==> src/rtl/mem_io_ctrl_if.sv <==
// CPU-side bus of the SLC-3 memory/IO controller: one load/store in flight at a time.
// Handshake: master raises cpu_req with cpu_we/cpu_addr/cpu_wdata and keeps req high until it sees
// the one-cycle cpu_ack pulse; the slave latches the command on the accepting edge, so cmd changes after that are ignored.
interface mem_io_ctrl_if #(
  parameter int ADDR_W = 16,
  parameter int DATA_W = 16
);
  logic              cpu_req;
  logic              cpu_we;
  logic [ADDR_W-1:0] cpu_addr;
  logic [DATA_W-1:0] cpu_wdata;
  logic [DATA_W-1:0] cpu_rdata;
  logic              cpu_ack;

  modport master (
    output cpu_req, cpu_we, cpu_addr, cpu_wdata,
    input  cpu_rdata, cpu_ack
  );

  modport slave (
    input  cpu_req, cpu_we, cpu_addr, cpu_wdata,
    output cpu_rdata, cpu_ack
  );
endinterface

==> src/rtl/mem_io_ctrl.sv <==
// SLC-3 memory/IO controller: sequences one CPU load/store onto async SRAM with WAIT_CYC access
// cycles, or services the single memory-mapped IO address (synchronised switches / hex display).
module mem_io_ctrl #(
  parameter int                 ADDR_W      = 16,
  parameter int                 DATA_W      = 16,
  parameter int                 SRAM_ADDR_W = 20,
  parameter int                 WAIT_CYC    = 2,
  parameter int                 NUM_HEX     = 4,
  parameter logic [ADDR_W-1:0]  IO_ADDR     = 16'hFFFF
) (
  input  logic                     Clk,
  input  logic                     Reset,
  mem_io_ctrl_if.slave             bus,
  input  logic [DATA_W-1:0]        Switches,
  output logic [NUM_HEX*4-1:0]     hex_digits,
  output logic                     CE,
  output logic                     OE,
  output logic                     WE,
  output logic                     UB,
  output logic                     LB,
  output logic [SRAM_ADDR_W-1:0]   ADDR,
  output logic [DATA_W-1:0]        Data_out,
  output logic                     Data_oe,
  input  logic [DATA_W-1:0]        Data_in,
  output logic [2:0]               o_dbg_state
);

  typedef enum logic [2:0] {
    S_IDLE   = 3'd0,
    S_IO     = 3'd1,
    S_SETUP  = 3'd2,
    S_ACCESS = 3'd3,
    S_DONE   = 3'd4
  } state_t;

  state_t                r_state;
  state_t                w_state_nxt;
  logic [3:0]            r_cnt;
  logic [3:0]            w_cnt_nxt;
  logic                  r_we;
  logic [ADDR_W-1:0]     r_addr;
  logic [DATA_W-1:0]     r_wdata;
  logic [DATA_W-1:0]     r_rdata;
  logic [NUM_HEX*4-1:0]  r_hex;
  logic [DATA_W-1:0]     r_sw_meta;
  logic [DATA_W-1:0]     r_sw_sync;
  logic                  r_ack;
  logic                  r_ce_n;
  logic                  r_oe_n;
  logic                  r_we_n;
  logic                  r_data_oe;

  logic                  w_accept;
  logic                  w_we_eff;
  logic                  w_sram_nxt;
  logic                  w_ce_n_nxt;
  logic                  w_oe_n_nxt;
  logic                  w_we_n_nxt;
  logic                  w_data_oe_nxt;
  logic                  w_ack_nxt;

  assign w_accept = (r_state == S_IDLE) && bus.cpu_req;
  // Direction of the transaction the next state belongs to: fresh command on accept, latched otherwise.
  assign w_we_eff = (r_state == S_IDLE) ? bus.cpu_we : r_we;

  always_comb begin
    w_state_nxt = r_state;
    w_cnt_nxt   = r_cnt;
    unique case (r_state)
      S_IDLE: begin
        if (bus.cpu_req) begin
          w_state_nxt = (bus.cpu_addr == IO_ADDR) ? S_IO : S_SETUP;
        end
      end
      S_IO:    w_state_nxt = S_DONE;
      S_SETUP: begin
        w_state_nxt = S_ACCESS;
        w_cnt_nxt   = 4'(WAIT_CYC - 1);
      end
      S_ACCESS: begin
        if (r_cnt == 4'd0) w_state_nxt = S_DONE;
        else               w_cnt_nxt   = r_cnt - 4'd1;
      end
      S_DONE:  w_state_nxt = S_IDLE;
      default: w_state_nxt = S_IDLE;
    endcase
  end

  // Strobes are computed from the next state so every pin comes straight from a flop.
  always_comb begin
    w_sram_nxt    = (w_state_nxt == S_SETUP) || (w_state_nxt == S_ACCESS);
    w_ce_n_nxt    = !w_sram_nxt;
    w_oe_n_nxt    = !(w_sram_nxt && !w_we_eff);
    w_we_n_nxt    = !((w_state_nxt == S_ACCESS) && w_we_eff);
    w_data_oe_nxt = w_we_eff && (w_sram_nxt ||
                    ((w_state_nxt == S_DONE) && (r_state == S_ACCESS)));
    w_ack_nxt     = (w_state_nxt == S_DONE);
  end

  always_ff @(posedge Clk or negedge Reset) begin
    if (!Reset) begin
      r_state   <= S_IDLE;
      r_cnt     <= '0;
      r_we      <= 1'b0;
      r_addr    <= '0;
      r_wdata   <= '0;
      r_rdata   <= '0;
      r_hex     <= '0;
      r_sw_meta <= '0;
      r_sw_sync <= '0;
      r_ack     <= 1'b0;
      r_ce_n    <= 1'b1;
      r_oe_n    <= 1'b1;
      r_we_n    <= 1'b1;
      r_data_oe <= 1'b0;
    end else begin
      r_state   <= w_state_nxt;
      r_cnt     <= w_cnt_nxt;
      r_sw_meta <= Switches;
      r_sw_sync <= r_sw_meta;
      r_ack     <= w_ack_nxt;
      r_ce_n    <= w_ce_n_nxt;
      r_oe_n    <= w_oe_n_nxt;
      r_we_n    <= w_we_n_nxt;
      r_data_oe <= w_data_oe_nxt;
      if (w_accept) begin
        r_we    <= bus.cpu_we;
        r_addr  <= bus.cpu_addr;
        r_wdata <= bus.cpu_wdata;
      end
      if (r_state == S_IO) begin
        if (r_we) r_hex   <= r_wdata[NUM_HEX*4-1:0];
        else      r_rdata <= r_sw_sync;
      end
      if ((r_state == S_ACCESS) && (r_cnt == 4'd0) && !r_we) begin
        r_rdata <= Data_in;
      end
    end
  end

  assign bus.cpu_ack   = r_ack;
  assign bus.cpu_rdata = r_rdata;
  assign hex_digits    = r_hex;
  assign CE            = r_ce_n;
  assign OE            = r_oe_n;
  assign WE            = r_we_n;
  assign UB            = r_ce_n;
  assign LB            = r_ce_n;
  assign ADDR          = SRAM_ADDR_W'(r_addr);
  assign Data_out      = r_wdata;
  assign Data_oe       = r_data_oe;
  assign o_dbg_state   = r_state;

endmodule
==> src/flat_wrapper.sv <==
// flat-port wrapper written by rule: the top's interface ports become plain ports
module mem_io_ctrl_flat 
#(
  parameter int                 ADDR_W      = 16,
  parameter int                 DATA_W      = 16,
  parameter int                 SRAM_ADDR_W = 20,
  parameter int                 WAIT_CYC    = 2,
  parameter int                 NUM_HEX     = 4,
  parameter logic [ADDR_W-1:0]  IO_ADDR     = 16'hFFFF
)
  (Clk, Reset, Switches, hex_digits, CE, OE, WE, UB, LB, ADDR, Data_out, Data_oe, Data_in, o_dbg_state, bus_cpu_req, bus_cpu_we, bus_cpu_addr, bus_cpu_wdata, bus_cpu_rdata, bus_cpu_ack);
  mem_io_ctrl_if #(.ADDR_W(ADDR_W), .DATA_W(DATA_W)) bus_i ();
  input  logic Clk;
  input  logic Reset;
  input  logic [DATA_W-1:0] Switches;
  output logic [NUM_HEX*4-1:0] hex_digits;
  output logic CE;
  output logic OE;
  output logic WE;
  output logic UB;
  output logic LB;
  output logic [SRAM_ADDR_W-1:0] ADDR;
  output logic [DATA_W-1:0] Data_out;
  output logic Data_oe;
  input  logic [DATA_W-1:0] Data_in;
  output logic [2:0] o_dbg_state;
  input wire logic [$bits(bus_i.cpu_req)-1:0] bus_cpu_req;
  input wire logic [$bits(bus_i.cpu_we)-1:0] bus_cpu_we;
  input wire logic [$bits(bus_i.cpu_addr)-1:0] bus_cpu_addr;
  input wire logic [$bits(bus_i.cpu_wdata)-1:0] bus_cpu_wdata;
  output wire logic [$bits(bus_i.cpu_rdata)-1:0] bus_cpu_rdata;
  output wire logic [$bits(bus_i.cpu_ack)-1:0] bus_cpu_ack;
  assign bus_i.cpu_req = bus_cpu_req;
  assign bus_i.cpu_we = bus_cpu_we;
  assign bus_i.cpu_addr = bus_cpu_addr;
  assign bus_i.cpu_wdata = bus_cpu_wdata;
  assign bus_cpu_rdata = bus_i.cpu_rdata;
  assign bus_cpu_ack = bus_i.cpu_ack;
  mem_io_ctrl #(.ADDR_W(ADDR_W), .DATA_W(DATA_W), .SRAM_ADDR_W(SRAM_ADDR_W), .WAIT_CYC(WAIT_CYC), .NUM_HEX(NUM_HEX), .IO_ADDR(IO_ADDR)) u_core (.Clk(Clk), .Reset(Reset), .bus(bus_i), .Switches(Switches), .hex_digits(hex_digits), .CE(CE), .OE(OE), .WE(WE), .UB(UB), .LB(LB), .ADDR(ADDR), .Data_out(Data_out), .Data_oe(Data_oe), .Data_in(Data_in), .o_dbg_state(o_dbg_state));
endmodule
==> config.mk <==
export PLATFORM = sky130hd
export DESIGN_NAME = mem_io_ctrl_flat
export DESIGN_NICKNAME = d
export VERILOG_FILES = /design/src/rtl/mem_io_ctrl_if.sv /design/src/rtl/mem_io_ctrl.sv /design/src/flat_wrapper.sv
export SDC_FILE = /design/constraint.sdc
export NUM_CORES = 1
export LEC_CHECK = 0
export ABC_AREA = 1
export BUFFER_PORTS_ARGS = -buffer_cell sky130_fd_sc_hd__clkbuf_2
export CAP_MARGIN = 40
export CELL_PAD_IN_SITES_DETAIL_PLACEMENT = 0
export CELL_PAD_IN_SITES_GLOBAL_PLACEMENT = 2
export CORE_MARGIN = 2
export CORE_UTILIZATION = 29
export DETAILED_ROUTE_END_ITERATION = 8
export PLACE_DENSITY_LB_ADDON = 0.08
export SLEW_MARGIN = 20
export SYNTH_ARGS = -nofsm -noshare
export SYNTH_HDL_FRONTEND = slang
export SYNTH_SLANG_ARGS = --single-unit
==> constraint.sdc <==
create_clock -name Clk -period 1.6 [get_ports Clk]
set_clock_uncertainty 0.05 [all_clocks]
set_input_delay 0.32 -clock Clk [delete_from_list [all_inputs] [get_ports Clk]]
set_output_delay 0.32 -clock Clk [all_outputs]
set_load 0.02 [all_outputs]
==> results.txt <==
----------------------------------------------------
[Setup path]
  Delay of the slowest cell on the worst path ... about 0.4 ns
  Required time of the critical path ... 1.79 ns
  CP startpoint kind ... register
  Critical Path AT ... 1.68 ns
  Chain of cells forming the critical path ... inv_2 > ha_2 > nand3_2 > inv_2 > nand2_4 > buf_4 > nor2_1 > nor2_2 > nand2_1 > nand2_1
  Library cell contributing the largest single delay on the critical path ... dfrtp_1
  Kind of critical path ... register to register
  Critical Path Fanout Max ... 7
  Sort of element at the end of the critical path ... register

[Worst hold path]
  Type of the worst min-delay path ... primary input to register

[Route]
  Initial drt markers ... between 100 and 150
  Vias after detailed routing ... 3227
  Avg WL per Cell ... 13.0 um
  Post-DR vias/cell ... 4.11
  Wire length reported by the detailed router ... 10200 um
  Remaining routing DRC violations ... 0
  Number of iterations in the first detailed-routing pass ... 5
  Antenna-violating nets left ... 0

[STA]
  Worst-case headroom to the max-slew limit ... 61.3%
  Final critical delay including setup and external delays ... 1.50 ns
  Post-route worst hold slack ... 0.0298 ns
  Hold Vio Cnt, Final ... 0
  Max Transition Viols Final ... 0
  Maximum clock frequency ... 669 MHz
  Slew of the pin with the lowest slew margin ... slightly below 0.6 ns
  Final Worst Setup Slack ... 0.105 ns
  Tcrit/Tclk final ... 93.5%
  Setup violation total in the final timing report ... 0

[Job]
  Reported max-cap violation count ... 0

[Clock network]
  H-tree lvl count ... 3
  Root buffer selected by CTS ... clkbuf_16
  Clock-pin slew on the worst setup and hold paths ... 0.07 ns
  Clock latency on the worst-skew pair ... roughly 0.34 ns
  TritonCTS clock tree ... done
  Maximum clock path buffer count ... 2
  Clock sink total ... 109
  Number of buffers created by CTS ... 9
  Total setup buffers inserted after CTS ... 0

[Pwr]
  Power after layout ... 10900 uW
  Combinational power share ... 42.2%
  Switching power summed over all nets ... 4520 uW
  Power density relative to cell area ... 1940 nW/um^2
  P_int ... 6380 uW
  Part of the power in registers ... ~39%
  Worst IR Drop VDD ... 638 uV
  Leakage ... 0.00310 uW
  Switching Share ... about two fifths
  Clk pwr share ... a little under a fifth

[Layout]
  Antenna diodes ... 0
  Area added between synthesis and finish ... 32.8%
  Util after Layout ... around two fifths
  Share of layout cells above drive strength 1 ... 35.0%
  Count of filler cells inserted in the layout ... 1462
  Post-layout net count ... between 600 and 700
  Area of the multi-input gates ... 1260 um^2
  FF+latch area ... 2730 um^2

[Status]
  Result of the run ... completed

[Synthesis]
  XOR/XNOR Fraction of Synth Area ... less than 1%
  Synthesized cell area ... around 4200 um^2
  Synth cell count leaders ... nand2_1, dfrtp_1, inv_1
  Most area-hungry cell type in the Yosys netlist ... dfrtp_1
  Cell with the most instances after synthesis ... nand2_1
  Post-synth top flop ... dfrtp_1
  Dominant cells by area after synthesis ... dfrtp_1, nand2_1, o21ai_0, inv_1, nor2_2
  Largest family of logic cells by synthesized area ... simple AND/OR/NAND/NOR gates
  Compound-cell area share of the yosys netlist ... 4.76%
  Post-synthesis adder-cell area fraction ... less than 1%
  Portion of netlist area occupied by mux cells ... 0%
  Share of the synthesized area in the top cell type ... 62.7%
  Mean area per synthesized cell ... 9.57 um^2
  Library cells used by synthesis ... 27
  Seq/Total Area, Yosys ... 64.6%
  Number of instances in the synthesized netlist ... 442
  Area fraction in and, or, nand and nor cells after synthesis ... 21.8%
  Proportion of register bits with asynchronous set or reset after synthesis ... between 90% and 100%
  Synthesis Warnings ... 0
  #FFs+latches synth ... roughly 110
  Post-synth EDFFs ... 0

[Placed design]
  DP Worst Slack ... -0.00733 ns
  Number of input and output port buffers inserted ... 141
  RePlAce Congestion ... 0.740
  Final HPWL DP ... 7080 um

[Floorplanning]
  Floorplan core area ... 14400 um^2
  Overall die width ... roughly 120 um
  Starting density of the core ... roughly 29%
  Boundary pin count ... 146
  Die Outline Area ... 15600 um^2
  Site Rows ... 44
  Chip Height ... 125 um

[Global routing]
  Largest net degree at the start of global routing ... 33
  GRT Total Usage ... about 13%
  Number of global-route vias before repair ... about 3200
  First-pass GRT wire length ... about 16000 um
  Number of antenna violations at the first check in global routing ... 0
  Leftover overflow at the end of global routing ... 0

----------------------------------------------------
[critical path, delay by kind of cell, from the launching register on]
kind                       cells  cell delay (ns)
and+or+nand+nor                6             0.44
DFF                            1             0.40
adders and majority gates      1             0.17
buffers and inverters          3             0.34
[layout make-up]
cell class              count  area share [%]
clock buffers              12            4.57
clock inverters             2           0.178
inverters                  46            3.12
multi-input cells         271            22.4
flip-flops and latches    109            48.6
well taps                 184            4.10
repair buffers            162            17.0
[stage by stage]
stage / TNS (ns) / instances / cell area [um^2]
after floorplan: 0 / 445 / 4240
after global placement: 0 / 766 / 5200
after detailed placement: -0.00822 / 766 / 5200
after CTS: 0 / 781 / 5490
after global routing: -0.00176 / 786 / 5620
final: 0 / 786 / 5620
[flip-flops by register name, summed over array words and instances, names as in the netlist]
signal and count:
u_core.Data_out 16, u_core.bus.cpu_rdata 16, u_core.hex_digits 16, u_core.r_addr 16, u_core.r_sw_meta 16, u_core.r_sw_sync 16, u_core.r_cnt 4, u_core.o_dbg_state 3
u_core.CE 1, u_core.Data_oe 1, u_core.OE 1, u_core.WE 1, u_core.bus.cpu_ack 1, u_core.r_we 1
[timing repair]
| action | 4_1_cts | 5_1_grt |
|---|---|---|
| gates resized for setup | 1 | 17 |
| pin swaps | 0 | 1 |
| setup endpoints to repair | 6 | 23 |
| hold buffers | 1 | 2 |
| hold endpoints to repair | 22 | 2 |
| gates cloned | 0 | 3 |
[logic make-up (layout without fill, tap and decap cells)]
family / Yosys count / in the layout
simple gates: 222 / 224
xor+xnor: 1 / 1
buf+inv: 67 / 222
compound gates: 40 / 40
fa+ha+maj: 2 / 2
other cells: 1 / 4
flops: 109 / 109
[cells in the final DEF (no fill, tap or decap), types with 2 or more instances in the layout]
master,n
buf_12,5
buf_4,12
clkbuf_16,10
clkbuf_2,140
clkbuf_8,2
clkinv_2,2
conb_1,4
dfrtp_1,106
dfstp_2,3
dlygate4sd3_1,3
inv_1,41
inv_2,4
nand2_1,168
nand2_4,4
nand2_8,3
nand3_1,5
nand3_2,2
nor2_1,20
nor2_2,18
nor2_4,2
o21ai_0,36
o21ai_1,2
[path summary, 6_finish.rpt]
kind | startpoint | end | slack (ns) | depth (start not counted)
hold / removal | Switches[15] | u_core.r_sw_meta[15] | 0.03 | 1
min in group asynchronous | Reset | u_core.r_sw_sync[15] | 0.41 | 2
setup reg to reg | u_core.r_cnt[0] | u_core.bus.cpu_rdata[3] | 0.10 | 10
hold reg to reg | u_core.r_sw_meta[15] | u_core.r_sw_sync[15] | 0.30 | 0
max in group asynchronous | Reset | u_core.hex_digits[15] | 0.55 | 3
setup / recovery | u_core.r_cnt[0] | u_core.bus.cpu_rdata[3] | 0.10 | 10
[metal layers]
metal | vias up | routed length, um | GRT usage [%] | part of all wire (%)
met1 | 1484 | 4590 | 16.9 | 45
met5 | - | 0 | 0 | 0
met2 | 98 | 4820 | 20.9 | 47
li1 | 1637 | - | - | -
met4 | 0 | 99 | 3.77 | 0.97
met3 | 8 | 736 | 6.44 | 7.2
[power by group through the flow]
| stage | sequential [uW] | clock (uW) | combinational (uW) |
|---|---|---|---|
| 3_3_place_gp | 4270 | 0 | 4360 |
| 5_1_grt | 4370 | 2290 | 5160 |
| 2_1_floorplan | 5260 | 0 | 1870 |
| 4_1_cts | 4240 | 2180 | 4460 |
| 3_5_place_dp | 4280 | 0 | 4420 |
| 6_report | 4240 | 2060 | 4600 |
(Power assumes the default switching activity.)
